[src/rtl/counter_4bit.sv]
// counter_4bit: loadable up-counter with asynchronous clear, synchronous
// preset, synchronous parallel load and a combinational terminal-count flag.
// At each rising clk edge the priority is preset, then load, then increment.
// The count wraps from all ones back to zero.
module counter_4bit #(
  parameter int unsigned WIDTH = 4  // legal range 2..32
) (
  input  logic             clk,
  input  logic             ret,   // asynchronous active-high clear
  input  logic [WIDTH-1:0] a,     // parallel load value
  input  logic             load,  // synchronous load enable
  input  logic             pre,   // synchronous preset to all ones
  output logic [WIDTH-1:0] y,     // registered count
  output logic             tc     // terminal count: y is all ones
);

  localparam logic [WIDTH-1:0] ALL_ONES = {WIDTH{1'b1}};

  // Count register: clear wins, then preset, then load, then increment.
  always_ff @(posedge clk or posedge ret) begin
    // NOTE: state is assigned with <= so every flop samples the values
    // from before the edge; a blocking = here can cause simulation races
    // and can also make simulation disagree with synthesis.
    if (ret) begin
      y <= '0;
    end else if (pre) begin
      y <= ALL_ONES;
    end else if (load) begin
      y <= a;
    end else begin
      y <= y + 1'b1;  // modulo 2^WIDTH: all ones wraps to zero
    end
  end

  // Terminal-count decode: no register, so there is no added latency.
  always_comb begin
    // NOTE: === makes an unknown y (before the first reset) decode as 0.
    // A plain == would return X there. Synthesis treats === as ==.
    tc = (y === ALL_ONES);
  end

endmodule

[config.mk]
export PLATFORM = sky130hd
export DESIGN_NAME = counter_4bit
export DESIGN_NICKNAME = d
export VERILOG_FILES = /design/src/rtl/counter_4bit.sv
export SDC_FILE = /design/constraint.sdc
export NUM_CORES = 1
export LEC_CHECK = 0
export BUFFER_PORTS_ARGS = -buffer_cell sky130_fd_sc_hd__clkbuf_2
export CAP_MARGIN = 10
export CORE_AREA = 2 2 39 41
export CTS_BUF_LIST = sky130_fd_sc_hd__clkbuf_8
export CTS_CLUSTER_DIAMETER = 200
export DETAILED_ROUTE_END_ITERATION = 7
export DIE_AREA = 0 0 41 43
export GPL_TIMING_DRIVEN = 0
export PLACE_DENSITY = 0.44
export SLEW_MARGIN = 20
export SYNTH_ARGS = -nofsm -noshare
export SYNTH_HDL_FRONTEND = slang
export SYNTH_SLANG_ARGS = --single-unit
[constraint.sdc]
create_clock -name clk -period 1.6 [get_ports clk]
set_clock_uncertainty 0.1 [all_clocks]
set_input_delay 0.4 -clock clk [delete_from_list [all_inputs] [get_ports clk]]
set_output_delay 0.4 -clock clk [all_outputs]
set_load 0.02 [all_outputs]
==> impl_results.md, run 1 <==
* Top cells by area, synth: dfrtp_1 (48%), mux2i_1 (9.5%), xor2_1 (8.3%)
* Share of power burned in the clock network at 48.2%
* PD cells at 1139 mW/mm^2
* Count of different cell masters after synthesis at 11
* Filler cell count at 154
* Max rail drop VDD at 280.5 uV
* ANT cells at 0
* Total I/O pin count at 13
* Placed cell area at 285.3 um^2
* Leakage at 0.1927 nW
* Nets at 50
* Initial DRC Count at 1
* Die height at 43 um
* GRT met3 Usage at 4.712%
* First-pass GRT wire length at 855 um
* Share of cells above drive strength 1 at 56.41%
* WHS at 0.3103 ns
* Max Slew Vio Count at 0
* Crit Path Category: reg2out
* CP startpoint kind: flip-flop
* Flop2flop setup slack at 0.36 ns
* Total GRT Usage at 8.073%
* Logic pwr share at 24.4%
* Total power draw at 0.4360 mW
* Max reg flops at 4
* Sw Pwr at 0.1084 mW
* Buffers on Ports at 11
* Initial cell density of the core at 15.19%
* Hold Fails Final Rpt at 0
* H-tree levels at 1
* Post-synth top area share at 47.62%
* Crit path time final at 1.578 ns
* CP cell instances: ha_2, and3_4, buf_8
* Die Width at 41 um
* Grt met1 use at 8.497%
* Internal at 0.3276 mW
* Vias per inst at 3.745
* Mapped Area at 210.2 um^2
* Global route total overflow at 0
* Vias in the first global route at 216
* Root buf cell: clkbuf_8
* Status: completed
* Largest area contributor in the netlist: dfrtp_1
* Mean Syn Cell Area at 10.51 um^2
* Setup violations, final at 0
* Post-Syn Nets at 29
* Slew margin rel. at 90.90%
* Worst-margin pin slew at 0.1327 ns
* Core area at 0.001384 mm^2
* M2 GR Usage at 10.31%
* Die area at 0.001763 mm^2
* Sequential power share at 27.4%
* Largest stage delay, worst path at 0.38 ns
* Gr busiest metal: met2
* Synth Warn # at 0
* Register area at 100.1 um^2
* Top Registers: y x4
* CP max FO at 2
* Initial antenna violation count at 0
* Top reg by flops: y
* Worst skew pair latency at 0.22 ns
* WL/cell at 9.073 um
* Post-DRT Antenna Nets at 0
* Hold crit path type: in2reg
* Fin crit share at 98.64%
* Drt drc at 0
* Setup TNS at 0 ns
* Worst Setup End Kind: output port
* Sw frac at 24.86%
* Routed vias at 206
* Sink Count at 4
* Clock transition at path regs at 0.03 ns
* Area of the multi-input gates at 103.9 um^2
* #FFs+latches synth at 4
* Routed wire length at 499 um
* Crit path required time at 1.10 ns
* CTS tree: done
* CTS max path bufs at 2
* Num CTS Buffers at 3
* Initial DRT Pass Iterations at 2
* Pin count of the biggest net entering global routing at 7
* Slowest-stage cell, CP: dfrtp_1
* Crit path DAT at 1.08 ns
* Post-Layout Inst Area at 382.9 um^2
* Cell count after synthesis at 20
* Max-Cap Viols at 0
* Synth-to-Final Area Change at 82.14%
* Routability cong. at 0.6051
* RSZ-0062 raised after global routing: true
* Fmax at 0.6336 GHz
* Seq/Total Area, Yosys at 47.62%
* FP Rows at 14
layout make-up:
type	instances	share of cell area [%]
well taps	16	5.229
repair buffers	16	27.45
flip-flops and latches	4	26.14
plain buffers	1	1.307
inverters	2	1.961
clock buffers	3	10.78
multi-input cells	13	27.12
repair_timing:
action,4_1_cts,5_1_grt
pin swaps,1,1
setup buffers,3,1
setup endpoints to repair,1,1
endpoints found under the hold margin,4,0
resized for setup,4,1
hold buffers,1,0
critical path, delay by kind of cell (launching register included):
kind	cells	cell delay, ns
buffers and inverters	1	0.12
DFF	1	0.38
adders and majority gates	1	0.19
and+or+nand+nor	1	0.18
cell usage after synthesis (all sizes together):
master	count
dfrtp	4
nand2	4
inv	2
mux2i	2
o211ai	2
xor2	2
and3	1
buf	1
ha	1
nand3	1
logic make-up after synthesis:
| logic type | share of synthesized area (%) |
|---|---|
| fa+ha+maj | 5.951 |
| mux | 9.524 |
| simple gates | 13.09 |
| xor+xnor | 8.335 |
| buf+inv | 5.951 |
| compound gates | 9.524 |
| flops | 47.62 |
per-layer routing:
metal | share of wire (%) | up-vias
met3 | 12 | 0
met2 | 42 | 11
met1 | 46 | 90
li1 | - | 105
met5 | 0 | -
met4 | 0 | 0
final timing paths:
kind                            endpoint  cells after the start  start
worst max-delay path                  tc                      3   y[1]
worst min-delay path                y[1]                      3   a[1]
worst max register to register      y[2]                      5   y[1]
worst min register to register      y[0]                      2   y[0]
max in group asynchronous           y[3]                      3    ret
min in group asynchronous           y[1]                      3    ret
power groups by stage:
| stage | sequential [mW] | combinational [mW] | clock (mW) |
|---|---|---|---|
| 2_1_floorplan | 0.133 | 0.0401 | 0 |
| 3_3_place_gp | 0.122 | 0.0777 | 0 |
| 3_5_place_dp | 0.122 | 0.0779 | 0 |
| 4_1_cts | 0.119 | 0.101 | 0.217 |
| 5_1_grt | 0.121 | 0.118 | 0.223 |
| 6_report | 0.120 | 0.106 | 0.210 |
cell usage in the layout, fill, tap and decap left out, types with 2 or more instances in the layout:
cell / count
buf_4: 4
clkbuf_2: 10
clkbuf_8: 3
dfrtp_1: 4
inv_1: 2
mux2i_1: 2
nand2_1: 4
xor2_1: 2
through the flow:
| stage | std cells | util (%) | setup WS, ns |
|---|---|---|---|
| after floorplan | 20 | - | 0.1468 |
| after global placement | 47 | 20.61 | 0.1089 |
| after detailed placement | 47 | 20.61 | 0.1128 |
| after CTS | 54 | 27.03 | 0.0002089 |
| after global routing | 55 | 27.67 | -0.02049 |
| final | 55 | 27.67 | 0.02171 |
Note: power is estimated with default switching activity, not from simulation.
==> run 2: changes to the inputs <==
- CTS_BUF_LIST: sky130_fd_sc_hd__clkbuf_8 -> not set
- PLACE_DENSITY: 0.44 -> not set
==> run 2 against run 1 <==
Against the previous run:
- the flow now finishes with violations (negative setup slack)
- sequential share of layout area grew 1.3 points
- power shrank 19%
- setup slack lost 0.024 ns
- maximum frequency shrank 1.5%
- die area is the same
- register-to-register slack lost 0.12 ns
- global-route usage shrank 0.62 points
- first-iteration DRC count grew to 3.0 times the previous value
- sequential cell count is the same
- critical path depth is the same
- hold slack lost 0.022 ns
- highest routed layer unchanged
==> impl_results.md, run 2 (synthesis results as in run 1) <==
* Status: finished with violations
* Violated checks: negative setup slack
* Worst r2r src: y[0]
* Initial DRT Pass Iterations at 2 (unchanged)
* Global route total overflow at 0 (unchanged)
* Die height at 43 um (unchanged)
* Fin crit share at 100.1% (+1.5 points)
* Initial DRC Count at 3 (+2)
* CP max FO at 2 (unchanged)
* Routed vias at 206 (unchanged)
* Cells on worst reg2reg path at 6 (+1)
* Placement Setup Slack at 0.1107 ns (-0.002133 ns)
* CP cell instances: ha_2, and3_4, buf_8
* Final Instance Count excl. Fillers at 55 (unchanged)
* Num CTS Buffers at 3 (unchanged)
* Flop2flop setup slack at 0.24 ns (-0.12 ns)
* FP Rows at 14 (unchanged)
* Top Registers: y x4
* Post-DRT Antenna Nets at 0 (unchanged)
* Largest stage delay, worst path at 0.38 ns (about the same)
* Vias per inst at 3.745 (unchanged)
* Pin count of the biggest net entering global routing at 7 (unchanged)
* Worst min-delay path startpoint: a[1]
* Die Width at 41 um (unchanged)
* Sw frac at 28.64% (+3.8 points)
* Filler cell count at 160 (+3.9%)
* Slowest-stage cell, CP: dfrtp_1
* Most common cell after layout, fill and taps aside: clkbuf_2
* Worst Setup End Kind: output port
* Crit path DAT at 1.10 ns (+0.02 ns)
* H-tree levels at 1 (unchanged)
* Clock transition at path regs at 0.04 ns (about the same)
* Max reg flops at 4 (unchanged)
* Register area at 100.1 um^2 (unchanged)
* Max rail drop VDD at 266.8 uV (-4.9%)
* Hold Fails Final Rpt at 0 (unchanged)
* Drt drc at 0 (unchanged)
* Max-Cap Viols at 0 (unchanged)
* RSZ-0062 raised after global routing: true
* Crit path required time at 1.10 ns (about the same)
* Share of power burned in the clock network at 35.9% (-12 points)
* Nets at 50 (unchanged)
* Worst skew pair latency at 0.23 ns (about the same)
* Synth-to-Final Area Change at 73.21%
* CTS max path bufs at 2 (unchanged)
* Most frequent cells in the layout: clkbuf_2 (10), nand2_1 (4), buf_4 (4), dfrtp_1 (4), clkbuf_4 (3)
* Area of the multi-input gates at 103.9 um^2 (unchanged)
* Dpl cells at 47 (unchanged)
* Crit path buf inv count at 1 (unchanged)
* Buffers on Ports at 11 (unchanged)
* First-pass GRT wire length at 841 um (-1.6%)
* Vias in the first global route at 219 (+1.4%)
* CTS tree: done
* Total GRT Usage at 7.452% (-0.62 points)
* Routability cong. at 0.6076 (+0.41%)
* Leakage at 0.1852 nW (-3.9%)
* Routed wire length at 504 um (+1.0%)
* Final worst slack at -0.002055 ns (-0.02377 ns)
* Share of cells above drive strength 1 at 56.41% (unchanged)
* Die area at 0.001763 mm^2 (unchanged)
* Sink Count at 4 (unchanged)
* Worst-margin pin slew at 0.1365 ns (+0.003843 ns)
* Core area at 0.001384 mm^2 (unchanged)
* Total power draw at 0.3529 mW (-19%)
* ANT cells at 0 (unchanged)
* Fmax at 0.6242 GHz (-1.5%)
* Setup violations, final at 1 (+1)
* Worst reg2reg endpoint: y[2]
* Internal at 0.2518 mW (-23%)
* Sw Pwr at 0.1011 mW (-6.8%)
* Max Slew Vio Count at 0 (unchanged)
* Sequential power share at 33.7% (+6.3 points)
* Hold Crit Endpoint: y[1]
* Logic pwr share at 30.4% (+6.0 points)
* Root buf cell: clkbuf_4
* CP startpoint kind: flip-flop
* Top reg by flops: y
* WL/cell at 9.164 um (+1.0%)
* Initial cell density of the core at 15.19% (unchanged)
* Initial antenna violation count at 0 (unchanged)
* CP delay by family, top: flip-flops
* Crit path time final at 1.602 ns (+0.02377 ns)
* Total I/O pin count at 13 (unchanged)
* Crit Path Category: reg2out
* WHS at 0.2879 ns (-0.02240 ns)
* Slew margin rel. at 90.64% (-0.26 points)
* Hold Path Depth at 3 (unchanged)
* Hold crit path type: in2reg
* PD cells at 969.3 mW/mm^2 (-15%)
-- run 2: metrics by stage --
stage	utilization [%]	TNS (ns)	area, um^2
finish	26.31	-0.002055	364.1
global route	26.31	-0.04119	364.1
CTS	25.68	-0.03112	355.3
detailed placement	20.61	0	285.3
global placement	20.61	0	285.3
floorplan	-	0	210.2
-- run 2: power by group through the flow --
stage / logic (mW) / clock network [mW] / registers, mW
6_report: 0.107 / 0.127 / 0.119
5_1_grt: 0.117 / 0.139 / 0.121
4_1_cts: 0.103 / 0.135 / 0.119
3_5_place_dp: 0.0796 / 0 / 0.122
3_3_place_gp: 0.0771 / 0 / 0.122
2_1_floorplan: 0.0401 / 0 / 0.133
-- run 2: layout make-up --
cell class,count,share of cell area [%]
buffer,1,1.375
clock buffer,3,6.186
sequential,4,27.49
inverter,2,2.062
multi-input combinational,13,28.52
tap,16,5.498
timing repair buffer,16,28.87
-- run 2: what timing repair did --
| item | CTS | global route |
|---|---|---|
| hold buffers | 1 | 0 |
| resized for setup | 4 | 1 |
| pin swaps | 1 | 1 |
| gates cloned | 0 | 0 |
| setup endpoints to repair | 1 | 1 |
| buffers inserted | 3 | 1 |
| hold endpoints to repair | 4 | 0 |
-- run 2: routing by layer --
layer / vias to the layer above / GRT usage, % / share of wire (%)
li1: 106 / - / -
met1: 88 / 9.740 / 46
met2: 12 / 9.063 / 44
met3: 0 / 1.571 / 9.5
met4: 0 / 8.000 / 0
met5: - / 0 / 0
-- run 2: worst min-delay path, stage by stage --
cell	delay (ns)
clkbuf_2	0.08
mux2i_1	0.05
nand2_1	0.06
-- run 2: worst max path at each step --
stage               from  endpoint  depth (start not counted)  slack [ns]
floorplan           y[0]        tc                          2        0.15
global placement    y[0]        tc                          3        0.11
detailed placement  y[0]        tc                          3        0.11
CTS                 y[1]        tc                          3       -0.03
global route        y[0]        tc                          3       -0.04
finish              y[0]        tc                          3      -0.002
==> run 3: changes to the inputs <==
- BUFFER_PORTS_ARGS: -buffer_cell sky130_fd_sc_hd__clkbuf_2 -> -buffer_cell sky130_fd_sc_hd__buf_2
- SKIP_CTS_REPAIR_TIMING: not set -> 1
==> run 3 against run 2 <==
Against the previous run:
- the run still ends with negative setup slack left
- maximum frequency down 0.69%
- clock power about the same
- combinational power down 8%
- die area unchanged
- largest cell class is now multi-input combinational cells
- critical endpoint unchanged
- routed wire length up 0.60%
- hold slack worse by 0.0017 ns
- setup slack worse by 0.011 ns
- first-iteration DRC count down 67%
- sequential share of layout area up 0.88 points
==> impl_results.md, run 3 (synthesis results as in run 1) <==
* DP HPWL at 378.1 um
* Most frequent cells in the layout: buf_2 (11), nand2_1 (4), dfrtp_1 (4)
* Initial DRC Count at 1 (-2)
* Crit path DAT at 1.11 ns (about the same)
* Root buf cell: clkbuf_4
* Total I/O pin count at 13 (unchanged)
* Post-DRT Antenna Nets at 0 (unchanged)
* FP Rows at 14 (unchanged)
* Share of power burned in the clock network at 37.1% (+1.2 points)
* Routed wire length at 507 um (+0.60%)
* Buffers on Ports at 11 (unchanged)
* Core area at 0.001384 mm^2 (unchanged)
* Crit path time final at 1.613 ns (+0.01114 ns)
* Routed vias at 204 (-0.97%)
* Fmax at 0.6199 GHz (-0.69%)
* Die Width at 41 um (unchanged)
* Max rail drop VDD at 288.2 uV (+8.0%)
* Placed cell area at 285.3 um^2 (unchanged)
* Sequential power share at 34.5% (+0.8 points)
* Most common cell after layout, fill and taps aside: buf_2
* Setup violations, final at 1 (unchanged)
* Post-Layout Inst Area at 352.8 um^2 (-3.1%)
* Max Slew Vio Count at 0 (unchanged)
* ANT cells at 0 (unchanged)
* Vias per inst at 3.778 (+0.86%)
* Hold crit path type: in2reg
* Leakage at 0.1746 nW (-5.7%)
* CP startpoint kind: flip-flop
* Initial DRT Pass Iterations at 3 (+1)
* Fin crit share at 100.8% (+0.70 points)
* Slew margin rel. at 89.02% (-1.6 points)
* Die area at 0.001763 mm^2 (unchanged)
* Status: finished with violations
* Routability cong. at 0.6091 (+0.25%)
* CTS max path bufs at 2 (unchanged)
* Internal at 0.2449 mW (-2.8%)
* Share of cells above drive strength 1 at 55.26% (-1.1 points)
* RSZ-0062 raised after global routing: true
* Initial antenna violation count at 0 (unchanged)
* PD cells at 980.8 mW/mm^2 (+1.2%)
* Sink Count at 4 (unchanged)
* Filler cell count at 153 (-4.4%)
* Hold Fails Final Rpt at 0 (unchanged)
* Max-Cap Viols at 0 (unchanged)
* Total GRT Usage at 6.855% (-0.60 points)
* Pin count of the biggest net entering global routing at 7 (unchanged)
* Final Util at 25.50% (-0.81 points)
* H-tree levels at 1 (unchanged)
* Max reg flops at 4 (unchanged)
* Drt drc at 0 (unchanged)
* First-pass GRT wire length at 759 um (-9.8%)
* Clock transition at path regs at 0.04 ns (about the same)
* Initial cell density of the core at 15.19% (unchanged)
* Die height at 43 um (unchanged)
* Top reg by flops: y
* Synth-to-Final Area Change at 67.86%
* Worst Setup End Kind: output port
* Placement Setup Slack at 0.1118 ns (+0.001075 ns)
* Worst-margin pin slew at 0.1641 ns (+0.02761 ns)
* Global route total overflow at 0 (unchanged)
* Worst skew pair latency at 0.24 ns (about the same)
* CP max FO at 3 (+1)
* Violated checks: negative setup slack
* Nets at 49 (-2.0%)
* Crit Path Category: reg2out
* Sw Pwr at 0.1012 mW (+0.13%)
* CTS tree: done
* Total power draw at 0.3460 mW (-1.9%)
* Logic pwr share at 28.3% (-2.1 points)
* Top Registers: y x4
* WL/cell at 9.389 um (+2.5%)
* Sw frac at 29.24% (+0.61 points)
* Num CTS Buffers at 3 (unchanged)
* Final worst slack at -0.01320 ns (-0.01114 ns)
* Vias in the first global route at 184 (-16%)
* Setup TNS at -0.01320 ns (-0.01114 ns)
* Crit path required time at 1.10 ns (about the same)
==> run 3: area by class of cell <==
cell class	count	area, um^2	area share (%)
buffer	1	5.005	1.418
clock buffer	3	22.52	6.383
inverter	2	7.507	2.128
multi-input combinational	13	103.9	29.43
sequential	4	100.1	28.37
tap	16	20.02	5.674
timing repair buffer	15	93.84	26.60
==> run 3: power groups by stage <==
stage | Sequential, mW | Clock [mW] | Combinational, mW
final | 0.120 | 0.129 | 0.0980
after global routing | 0.120 | 0.142 | 0.109
after CTS | 0.120 | 0.136 | 0.0796
after detailed placement | 0.122 | 0 | 0.0790
after global placement | 0.121 | 0 | 0.0773
after floorplan | 0.133 | 0 | 0.0401
==> run 3: stage by stage <==
stage | cells | hold slack, ns
CTS | 50 | -0.06121
global placement | 47 | 0.1893
detailed placement | 47 | 0.1954
finish | 54 | 0.2863
global route | 54 | 0.2978
floorplan | 20 | 0.06608
==> run 3: final timing paths <==
path                       startpoint   end  slack (ns)  depth (start not counted)
min                              a[1]  y[1]        0.29                          3
max in group asynchronous         ret  y[0]        0.76                          3
max                              y[0]    tc       -0.01                          3
max reg2reg                      y[0]  y[2]        0.47                          4
min in group asynchronous         ret  y[2]        0.49                          3
min reg2reg                      y[0]  y[0]        0.51                          2
==> run 3: routing by layer <==
metal,vias up,track usage (%),wire length (um),share of wire (%)
li1,102,-,-,-
met1,88,8.795,216,43
met2,12,8.125,226,45
met3,2,1.571,49,9.7
met4,0,8.000,14,2.8
met5,-,0,0,0
==> run 3: worst max-delay path, cell delays in order (launching register included) <==
cell     delay [ns]
dfrtp_1        0.39
ha_2           0.19
and3_4         0.17
buf_6          0.12
